==> src/rtl/sync_fifo_pkg.sv <==
// sync_fifo_ext shared definitions.
// Count width helper and read-mode selectors.
package sync_fifo_pkg;

  localparam int FIFO_STD  = 0;
  localparam int FIFO_FWFT = 1;

  function automatic int cnt_w(input int depth);
    return $clog2(depth) + 1;
  endfunction

endpackage

==> src/rtl/sync_fifo_if.sv <==
// sync_fifo_ext handshake and status bundle.
// master = producer/consumer side, slave = FIFO.
interface sync_fifo_if
  import sync_fifo_pkg::*;
#(
  parameter int ADDR_WIDTH = 5,
  parameter int DATA_WIDTH = 16
);

  localparam int CW = cnt_w(2 ** ADDR_WIDTH);

  logic                  Write_EN;
  logic                  Read_EN;
  logic                  Flag_Clr;
  logic [DATA_WIDTH-1:0] DataIn;
  logic [DATA_WIDTH-1:0] DataOut;
  logic                  Full;
  logic                  Empty;
  logic                  AlmostFull;
  logic                  AlmostEmpty;
  logic [CW-1:0]         Count;
  logic                  Overflow;
  logic                  Underflow;

  modport master (
    output Write_EN, Read_EN, Flag_Clr, DataIn,
    input  DataOut, Full, Empty, AlmostFull,
    input  AlmostEmpty, Count, Overflow, Underflow
  );

  modport slave (
    input  Write_EN, Read_EN, Flag_Clr, DataIn,
    output DataOut, Full, Empty, AlmostFull,
    output AlmostEmpty, Count, Overflow, Underflow
  );

endinterface

==> src/rtl/sync_fifo_ext_ram.sv <==
// Simple dual-port storage: sync write, async read.
// Async read lets FWFT present the head word with no latency.
module fifo_ram #(
  parameter int AW = 5,
  parameter int DW = 16
) (
  input  logic          clk,
  input  logic          we,
  input  logic [AW-1:0] waddr,
  input  logic [DW-1:0] wdata,
  input  logic [AW-1:0] raddr,
  output logic [DW-1:0] rdata
);

  logic [DW-1:0] mem [2 ** AW];

  always_ff @(posedge clk) begin
    if (we) mem[waddr] <= wdata;
  end

  assign rdata = mem[raddr];

endmodule

==> src/rtl/sync_fifo_ext.sv <==
// Single-clock FIFO with thresholds, occupancy count,
// sticky error flags and registered/FWFT read modes.
module sync_fifo_ext
  import sync_fifo_pkg::*;
#(
  parameter int ADDR_WIDTH = 5,
  parameter int DATA_WIDTH = 16,
  parameter int AF_THRESH  = (2 ** ADDR_WIDTH) - 4,
  parameter int AE_THRESH  = 4,
  parameter int FWFT       = FIFO_STD
) (
  input  logic      clk,
  input  logic      rst_n,
  sync_fifo_if.slave bus
);

  localparam int DEPTH = 2 ** ADDR_WIDTH;
  localparam int CW    = cnt_w(DEPTH);

  if (AF_THRESH < 1 || AF_THRESH > DEPTH) begin : g_bad_af
    $error("AF_THRESH out of range 1..DEPTH");
  end
  if (AE_THRESH < 0 || AE_THRESH > DEPTH - 1) begin : g_bad_ae
    $error("AE_THRESH out of range 0..DEPTH-1");
  end
  if (FWFT != FIFO_STD && FWFT != FIFO_FWFT) begin : g_bad_mode
    $error("FWFT must be 0 or 1");
  end

  logic [ADDR_WIDTH-1:0] wr_ptr;
  logic [ADDR_WIDTH-1:0] rd_ptr;
  logic [CW-1:0]         count;
  logic [DATA_WIDTH-1:0] rdata;
  logic [DATA_WIDTH-1:0] dout_q;
  logic                  full;
  logic                  empty;
  logic                  wr_acc;
  logic                  rd_acc;
  logic                  ovf;
  logic                  udf;

  assign full   = count == CW'(DEPTH);
  assign empty  = count == '0;
  assign wr_acc = bus.Write_EN && !full;
  assign rd_acc = bus.Read_EN && !empty;

  fifo_ram #(
    .AW (ADDR_WIDTH),
    .DW (DATA_WIDTH)
  ) u_ram (
    .clk   (clk),
    .we    (wr_acc && rst_n),
    .waddr (wr_ptr),
    .wdata (bus.DataIn),
    .raddr (rd_ptr),
    .rdata (rdata)
  );

  always_ff @(posedge clk) begin
    if (!rst_n) begin
      wr_ptr <= '0;
      rd_ptr <= '0;
      count  <= '0;
      ovf    <= 1'b0;
      udf    <= 1'b0;
      dout_q <= '0;
    end else begin
      if (wr_acc) wr_ptr <= wr_ptr + ADDR_WIDTH'(1);
      if (rd_acc) rd_ptr <= rd_ptr + ADDR_WIDTH'(1);
      case ({wr_acc, rd_acc})
        2'b10:   count <= count + CW'(1);
        2'b01:   count <= count - CW'(1);
        default: count <= count;
      endcase
      // a new error in the clear cycle keeps the flag set
      if (bus.Write_EN && full)      ovf <= 1'b1;
      else if (bus.Flag_Clr)         ovf <= 1'b0;
      if (bus.Read_EN && empty)      udf <= 1'b1;
      else if (bus.Flag_Clr)         udf <= 1'b0;
      if (rd_acc && FWFT == FIFO_STD) dout_q <= rdata;
    end
  end

  assign bus.Full        = full;
  assign bus.Empty       = empty;
  assign bus.AlmostFull  = count >= CW'(AF_THRESH);
  assign bus.AlmostEmpty = count <= CW'(AE_THRESH);
  assign bus.Count       = count;
  assign bus.Overflow    = ovf;
  assign bus.Underflow   = udf;
  assign bus.DataOut     = (FWFT == FIFO_FWFT && !empty)
                         ? rdata : dout_q;

endmodule

==> src/flat_wrapper.sv <==
// flat-port wrapper written by rule: the top's interface ports become plain ports
module sync_fifo_ext_flat import sync_fifo_pkg::*;
#(
  parameter int ADDR_WIDTH = 5,
  parameter int DATA_WIDTH = 16,
  parameter int AF_THRESH  = (2 ** ADDR_WIDTH) - 4,
  parameter int AE_THRESH  = 4,
  parameter int FWFT       = FIFO_STD
)
  (clk, rst_n, bus_Write_EN, bus_Read_EN, bus_Flag_Clr, bus_DataIn, bus_DataOut, bus_Full, bus_Empty, bus_AlmostFull, bus_AlmostEmpty, bus_Count, bus_Overflow, bus_Underflow);
  sync_fifo_if #(.ADDR_WIDTH(ADDR_WIDTH), .DATA_WIDTH(DATA_WIDTH)) bus_i ();
  input  logic clk;
  input  logic rst_n;
  input wire logic [$bits(bus_i.Write_EN)-1:0] bus_Write_EN;
  input wire logic [$bits(bus_i.Read_EN)-1:0] bus_Read_EN;
  input wire logic [$bits(bus_i.Flag_Clr)-1:0] bus_Flag_Clr;
  input wire logic [$bits(bus_i.DataIn)-1:0] bus_DataIn;
  output wire logic [$bits(bus_i.DataOut)-1:0] bus_DataOut;
  output wire logic [$bits(bus_i.Full)-1:0] bus_Full;
  output wire logic [$bits(bus_i.Empty)-1:0] bus_Empty;
  output wire logic [$bits(bus_i.AlmostFull)-1:0] bus_AlmostFull;
  output wire logic [$bits(bus_i.AlmostEmpty)-1:0] bus_AlmostEmpty;
  output wire logic [$bits(bus_i.Count)-1:0] bus_Count;
  output wire logic [$bits(bus_i.Overflow)-1:0] bus_Overflow;
  output wire logic [$bits(bus_i.Underflow)-1:0] bus_Underflow;
  assign bus_i.Write_EN = bus_Write_EN;
  assign bus_i.Read_EN = bus_Read_EN;
  assign bus_i.Flag_Clr = bus_Flag_Clr;
  assign bus_i.DataIn = bus_DataIn;
  assign bus_DataOut = bus_i.DataOut;
  assign bus_Full = bus_i.Full;
  assign bus_Empty = bus_i.Empty;
  assign bus_AlmostFull = bus_i.AlmostFull;
  assign bus_AlmostEmpty = bus_i.AlmostEmpty;
  assign bus_Count = bus_i.Count;
  assign bus_Overflow = bus_i.Overflow;
  assign bus_Underflow = bus_i.Underflow;
  sync_fifo_ext #(.ADDR_WIDTH(ADDR_WIDTH), .DATA_WIDTH(DATA_WIDTH), .AF_THRESH(AF_THRESH), .AE_THRESH(AE_THRESH), .FWFT(FWFT)) u_core (.clk(clk), .rst_n(rst_n), .bus(bus_i));
endmodule
==> config.mk <==
export PLATFORM = sky130hd
export DESIGN_NAME = sync_fifo_ext_flat
export DESIGN_NICKNAME = d
export VERILOG_FILES = /design/src/rtl/sync_fifo_pkg.sv /design/src/rtl/sync_fifo_if.sv /design/src/rtl/sync_fifo_ext_ram.sv /design/src/rtl/sync_fifo_ext.sv /design/src/flat_wrapper.sv
export SDC_FILE = /design/constraint.sdc
export NUM_CORES = 1
export LEC_CHECK = 0
export ABC_AREA = 1
export BUFFER_PORTS_ARGS = -buffer_cell sky130_fd_sc_hd__buf_2
export CORE_UTILIZATION = 60
export CTS_CLUSTER_DIAMETER = 200
export DETAILED_ROUTE_END_ITERATION = 8
export PLACE_DENSITY_LB_ADDON = 0.3
export SYNTH_ARGS = -nofsm -noshare
export SYNTH_HDL_FRONTEND = slang
export SYNTH_HIERARCHICAL = 1
export SYNTH_SLANG_ARGS = --single-unit
==> constraint.sdc <==
create_clock -name clk -period 3.6 [get_ports clk]
set_input_delay 0.72 -clock clk [delete_from_list [all_inputs] [get_ports clk]]
set_output_delay 0.72 -clock clk [all_outputs]
set_load 0.01 [all_outputs]
==> reports/qor.csv, run 1 <==
stage;metric;value;unit
worst_setup_path;r2r_cells;12;
worst_setup_path;crit_arrival;3.12;ns
clock_tree;cts.clk_slew.worst_paths;0.06;ns
pwr;p_leak;9.18;nW
sta;finalCriticalPeriod;2.63;ns
placement;port_buffers;48;
finish;utilization;66.9;%
global_routing;grt_pass1_wl;79.1;mm
synthesis;synth_area;0.0226;sq mm
worst_setup_path;cp-start-kind;flop;
sta;timing.hold.ws;0.430;ns
global_routing;grt_overflow;0;
worst_setup_path;r2r-end;u_core/bus.DataOut[9];
global_routing;globalRouteMet2Util;42.6;%
synthesis;ys_seq_elements;546;
sta;rsz0062_at_grt;no;
die;coreArea;0.0369;sq mm
pwr;vdd_ir_drop_max;0.000377;V
synthesis;synth_top_cell_area_share;68.0;%
global_routing;grt_use_total;27.4;%
clock_tree;postCtsHoldBufs;0;
die;die_h;196;microns
die;io_pins;49;
finish;drive_above_1_share;8.97;%
placement;placed_area;0.0231;sq mm
global_routing;antenna_found_initial;0;
synthesis;synth_most_common_cell;nand2_1;
synthesis;ys_top_cells_by_count;nand2_1, edfxtp_1, nand3_1, nor2_1;
synthesis;avgSynthCellArea;11.4;sq um
die;initial_core_util;61.3;%
outcome;status;finished clean;
synthesis;synth_ff_type;edfxtp_1;
global_routing;use_met1;39.4;%
pwr;power.clock.fraction;31.2;%
worst_setup_path;r2r_start;u_core/rd_ptr[0];
pwr;p_sw;5.08;mW
die;die_area;0.0385;sq mm
worst_setup_path;required;4.10;ns
synthesis;synth_edf_count;512;
placement;dpl.cell_count;2481;
drt;drt-vias-per-instance;5.81;
placement;dpl.hpwl;29.5;mm
finish;layoutNonFillerInstCount;2567;
placement;gp_congestion;0.871;
synthesis;ys_types;35;
clock_tree;cts.sinks;546;
synthesis;ys_seq_area_share;71.0;%
synthesis;synth_warnings;6;
finish;diodes;0;
min_path;hold_path.class;input port to flop;
pwr;p_sw_share;31.4;%
sta;max_freq;381;MHz
worst_setup_path;endpoint_kind;flop;
worst_setup_path;endpoint;u_core/bus.DataOut[9];
synthesis;syn_nets;2020;
synthesis;synthArstFlopShare;0;%
global_routing;grt-busiest-layer;met2;
pwr;p_total;16.2;mW
drt;wl_per_cell;20.2;microns
global_routing;grt_use_met3;4.93;%
clock_tree;cts_tree;done;
clock_tree;root_buffer;clkbuf_16;
sta;relSlewSlack;16.8;%
worst_setup_path;r2r_setup_slack;0.97;ns
clock_tree;cts_buffer_depth;3;
sta;tns;0;ns
placement;place_worst_setup_slack;0.596;ns
run;max_cap_violations;0;
die;die_x;196;microns
finish;syn2layout_area_growth;9.13;%
sta;worst_slew_pin_slew;1.25;ns
drt;drc;0;
drt;firstDrtPassIters;5;
clock_tree;htreeDepth;2;
sta;drv_slew;0;
clock_tree;clock_latency;0.57;ns
global_routing;grt_max_degree;161;
clock_tree;postCtsSetupBuffers;0;
sta;finalWorstSetupSlack;0.973;ns
pwr;p_int;11.1;mW
sta;hold_viol_final;0;
clock_tree;ctsResizeCount;0;
drt;antenna_left;0;
drt;vias;14900;
drt;drtIter0Drc;1432;
global_routing;grt_pass1_vias;14100;
die;placement_rows;70;
pwr;p_seq_share;44.7;%
finish;fin_area;0.0247;sq mm
worst_setup_path;cp-startpoint;u_core/rd_ptr[0];
worst_setup_path;cp_max_fo;66;
synthesis;synth.largest_area_cell;edfxtp_1;
finish;nFillCells;2565;
clock_tree;cts_buffers;52;
drt;wl;51.9;mm
worst_setup_path;path_class;flop to flop;
sta;min_period_over_period;73.0;%
synthesis;synth_cells;1991;
synthesis;synth_area_leaders;edfxtp_1, nand2_1, nand3_1, dfxtp_1, buf_6;
finish;nNetsFinal;2060;
pwr;powerDensity;655;mW/mm^2
sta;setup_viol;0;
pwr;pwr-share-comb;24.1;%
sta;clock_skew;0.0124;ns
## how the worst min path moves through the flow
stage | start | end | slack, ns | cells past startpoint
after floorplan | u_core/rd_ptr[4] | u_core/rd_ptr[4] | 0.48 | 2
after global placement | u_core/bus.Underflow | u_core/bus.Underflow | 0.45 | 2
after detailed placement | u_core/bus.Overflow | u_core/bus.Overflow | 0.46 | 2
after CTS | bus_Flag_Clr | u_core/bus.Overflow | 0.42 | 4
after global routing | bus_Flag_Clr | u_core/bus.Overflow | 0.43 | 4
final | bus_Flag_Clr | u_core/bus.Overflow | 0.43 | 4
## layout by cell type, fill, tap and decap left out, types with 4 or more instances in the layout
cell type / netlist / layout
dfxtp_1: 34 / 31
clkinv_1: 0 / 9
clkbuf_1: 22 / 11
clkinv_2: 0 / 8
a21oi_1: 16 / 16
o21ai_0: 20 / 20
ha_1: 7 / 7
nand3_1: 411 / 411
buf_12: 1 / 4
clkbuf_16: 0 / 53
nand2_1: 746 / 746
buf_2: 34 / 48
buf_4: 28 / 50
xnor2_1: 4 / 4
inv_1: 29 / 28
edfxtp_1: 512 / 512
nor2_1: 73 / 73
## critical path, cell delays in order, from the launching register on
cell,delay [ns]
dfxtp_4,0.44
inv_6,0.44
buf_4,0.39
nand2_1,0.10
nand3_1,0.10
nand3_1,0.13
nand2_1,0.17
nand2_1,0.12
nand2_1,0.19
nand2_1,0.07
nand2_1,0.10
o21ai_0,0.10
nor2_1,0.11
## cell families (layout without fill, tap and decap cells)
kind of cell	Yosys count	after routing	synth area share, %
AOI/OAI and AO/OA	41	41	0.946
adders and majority gates	8	8	0.476
DFF	546	546	71.0
buffers and inverters	148	220	4.19
and+or+nand+nor	1241	1241	23.1
xor gates and xnor gates	7	7	0.271
## state kept, by name, indices dropped and copies added (netlist names)
name	count
u_core/u_ram/mem	512
u_core/wr_ptr	5
u_core/bus.Count	6
u_core/bus.DataOut	16
u_core/rd_ptr	5
u_core/bus.Overflow	1
u_core/bus.Underflow	1
## power groups by stage
stage | sequential, mW | clock (mW) | combinational [mW]
after floorplan | 7.36 | 0 | 2.82
after global placement | 7.35 | 0 | 3.70
after detailed placement | 7.36 | 0 | 3.79
after CTS | 7.23 | 5.10 | 3.84
after global routing | 7.24 | 5.34 | 4.30
final | 7.22 | 5.05 | 3.89
## area by class of cell
class | count | area [sq um] | share of cell area, %
Clock inverter | 22 | 180 | 0.730
Tap cell | 504 | 631 | 2.56
Timing Repair Buffer | 102 | 696 | 2.82
Inverter | 32 | 130 | 0.527
Multi-Input combinational cell | 1297 | 5610 | 22.7
Clock buffer | 64 | 1370 | 5.54
Sequential cell | 546 | 16100 | 65.1
## per-layer routing
layer | share of wire (%) | routed length [microns] | vias to the layer above
li1 | - | - | 6943
met2 | 46 | 23800 | 742
met3 | 10 | 5200 | 97
met1 | 41 | 21400 | 7126
met4 | 2.7 | 1400 | 0
met5 | 0 | 0 | -
Note: power is estimated with default switching activity, not from simulation.
==> run 2, diff against run 1 <==
- clock period: 3.6 -> 2.6 ns (I/O delays scaled with it)
==> reports/qor.csv, run 2 (synthesis gave the netlist of run 1 again) <==
stage;metric;value;unit
sta;hold_viol_final;0;
clock_tree;cts.clk_slew.worst_paths;0.06;ns
finish;nFillCells;2615;
sta;finalCriticalPeriod;2.30;ns
finish;utilization;68.0;%
worst_setup_path;cp-start-kind;flop;
clock_tree;root_buffer;clkbuf_16;
finish;most-common-layout-cells;nand2_1, edfxtp_1, nand3_1;
sta;tns;0;ns
die;die_h;196;microns
drt;drt-vias-per-instance;5.87;
worst_setup_path;path_class;flop to flop;
sta;min_period_over_period;88.5;%
global_routing;grt_pass1_wl;83.1;mm
finish;final_common_cell;nand2_1;
worst_setup_path;required;2.89;ns
finish;largest_reg_flops;512;
pwr;p_total;23.0;mW
clock_tree;postCtsSetupBuffers;0;
drt;antenna_left;0;
die;io_pins;49;
pwr;powerDensity;918;mW/mm^2
sta;relSlewSlack;46.4;%
die;die_area;0.0385;sq mm
sta;drv_slew;0;
global_routing;grt_max_degree;84;
clock_tree;cts_buffer_depth;3;
worst_setup_path;cp_max_fo;9;
drt;firstDrtPassIters;6;
finish;largest-register;u_core/u_ram/mem;
drt;drc;0;
clock_tree;cts_buffers;53;
global_routing;grt_pass1_vias;14600;
worst_setup_path;crit_arrival;2.59;ns
placement;dpl.hpwl;31.3;mm
global_routing;grt_overflow;0;
min_path;hold_path.class;input port to flop;
worst_setup_path;r2r-end;u_core/u_ram/mem[28][14];
finish;diodes;0;
placement;port_buffers;48;
drt;drtIter0Drc;1776;
finish;nNetsFinal;2082;
worst_setup_path;r2r_start;u_core/bus.Count[4];
die;die_x;196;microns
clock_tree;htreeDepth;2;
sta;rsz0062_at_grt;no;
drt;wl_per_cell;20.8;microns
worst_setup_path;cp-startpoint;u_core/bus.Count[4];
clock_tree;ctsResizeCount;0;
pwr;vdd_ir_drop_max;0.000578;V
drt;wl;54.2;mm
placement;gp_congestion;0.922;
sta;worst_slew_pin_slew;0.804;ns
sta;setup_viol;0;
finish;syn2layout_area_growth;10.9;%
finish;drive_above_1_share;10.5;%
sta;clock_skew;0.0243;ns
worst_setup_path;r2r_cells;8;
die;placement_rows;70;
die;initial_core_util;61.3;%
run;max_cap_violations;0;
worst_setup_path;r2r_setup_slack;0.30;ns
global_routing;grt_use_total;28.8;%
clock_tree;cts.sinks;546;
sta;max_freq;434;MHz
outcome;status;finished clean;
worst_setup_path;endpoint;u_core/u_ram/mem[28][14];
die;coreArea;0.0369;sq mm
clock_tree;postCtsHoldBufs;0;
clock_tree;clock_latency;0.60;ns
clock_tree;cts_tree;done;
pwr;p_leak;9.41;nW
drt;vias;15300;
worst_setup_path;endpoint_kind;flop;
global_routing;antenna_found_initial;0;
[run 2: changes by cell type in the layout (fill, tap and decap cells not counted), sizes merged]
cell      before  now
clkinvlp       1    3
bufinv         3    5
clkbuf        64   62
inv           32   33
clkinv        18   28
buf          102  123
[run 2: report_power, final]
part | total, mW | switching [mW] | internal (mW) | leakage (nW)
logic | 5.46 | 3.83 | 1.63 | 3.68
registers | 10.0 | 0.204 | 9.82 | 4.89
clock network | 7.52 | 3.18 | 4.35 | 0.843
[run 2: area by class of cell]
class | count | area (sq um) | share of cell area (%)
multi-input combinational | 1297 | 5610 | 22.4
timing repair buffer | 123 | 928 | 3.70
tap | 504 | 631 | 2.51
sequential | 546 | 16100 | 64.1
clock inverter | 37 | 307 | 1.22
inverter | 32 | 130 | 0.519
clock buffer | 62 | 1400 | 5.59
[run 2: how the worst min path moves through the flow]
stage                                     from              endpoint  slack (ns)  depth (start not counted)
after CTS                         bus_Flag_Clr  u_core/bus.Underflow        0.16                          4
final                             bus_Flag_Clr  u_core/bus.Underflow        0.19                          4
after detailed placement  u_core/bus.Underflow  u_core/bus.Underflow        0.45                          2
after global placement     u_core/bus.Overflow   u_core/bus.Overflow        0.45                          2
after floorplan               u_core/rd_ptr[4]      u_core/rd_ptr[4]        0.48                          2
after global routing              bus_Flag_Clr   u_core/bus.Overflow        0.21                          4
[run 2: worst max-delay path: stages, from the launching register on]
cell     delay, ns
dfxtp_1       0.41
inv_1         0.13
nand4_4       0.17
nand2_2       0.12
nor2_1        0.31
nand3_1       0.18
buf_4         0.22
nor2_1        0.22
buf_4         0.25
[run 2: layer usage]
layer / wire, microns / global-route usage (%) / up-vias
li1: - / - / 7009
met1: 21800 / 41.1 / 7302
met2: 25200 / 44.0 / 842
met3: 5290 / 5.40 / 122
met4: 1890 / 11.3 / 0
met5: 0 / 0 / -
[run 2: through the flow]
stage | setup WS, ns | std cells | hold WS (ns) | instance area [sq um]
2_1_floorplan | 0.259 | 1991 | 0.479 | 22600
3_3_place_gp | 0.376 | 2502 | 0.449 | 23400
3_5_place_dp | 0.323 | 2502 | 0.451 | 23400
4_1_cts | 0.302 | 2601 | 0.164 | 25100
5_1_grt | 0.116 | 2601 | 0.211 | 25100
6_report | 0.298 | 2601 | 0.186 | 25100
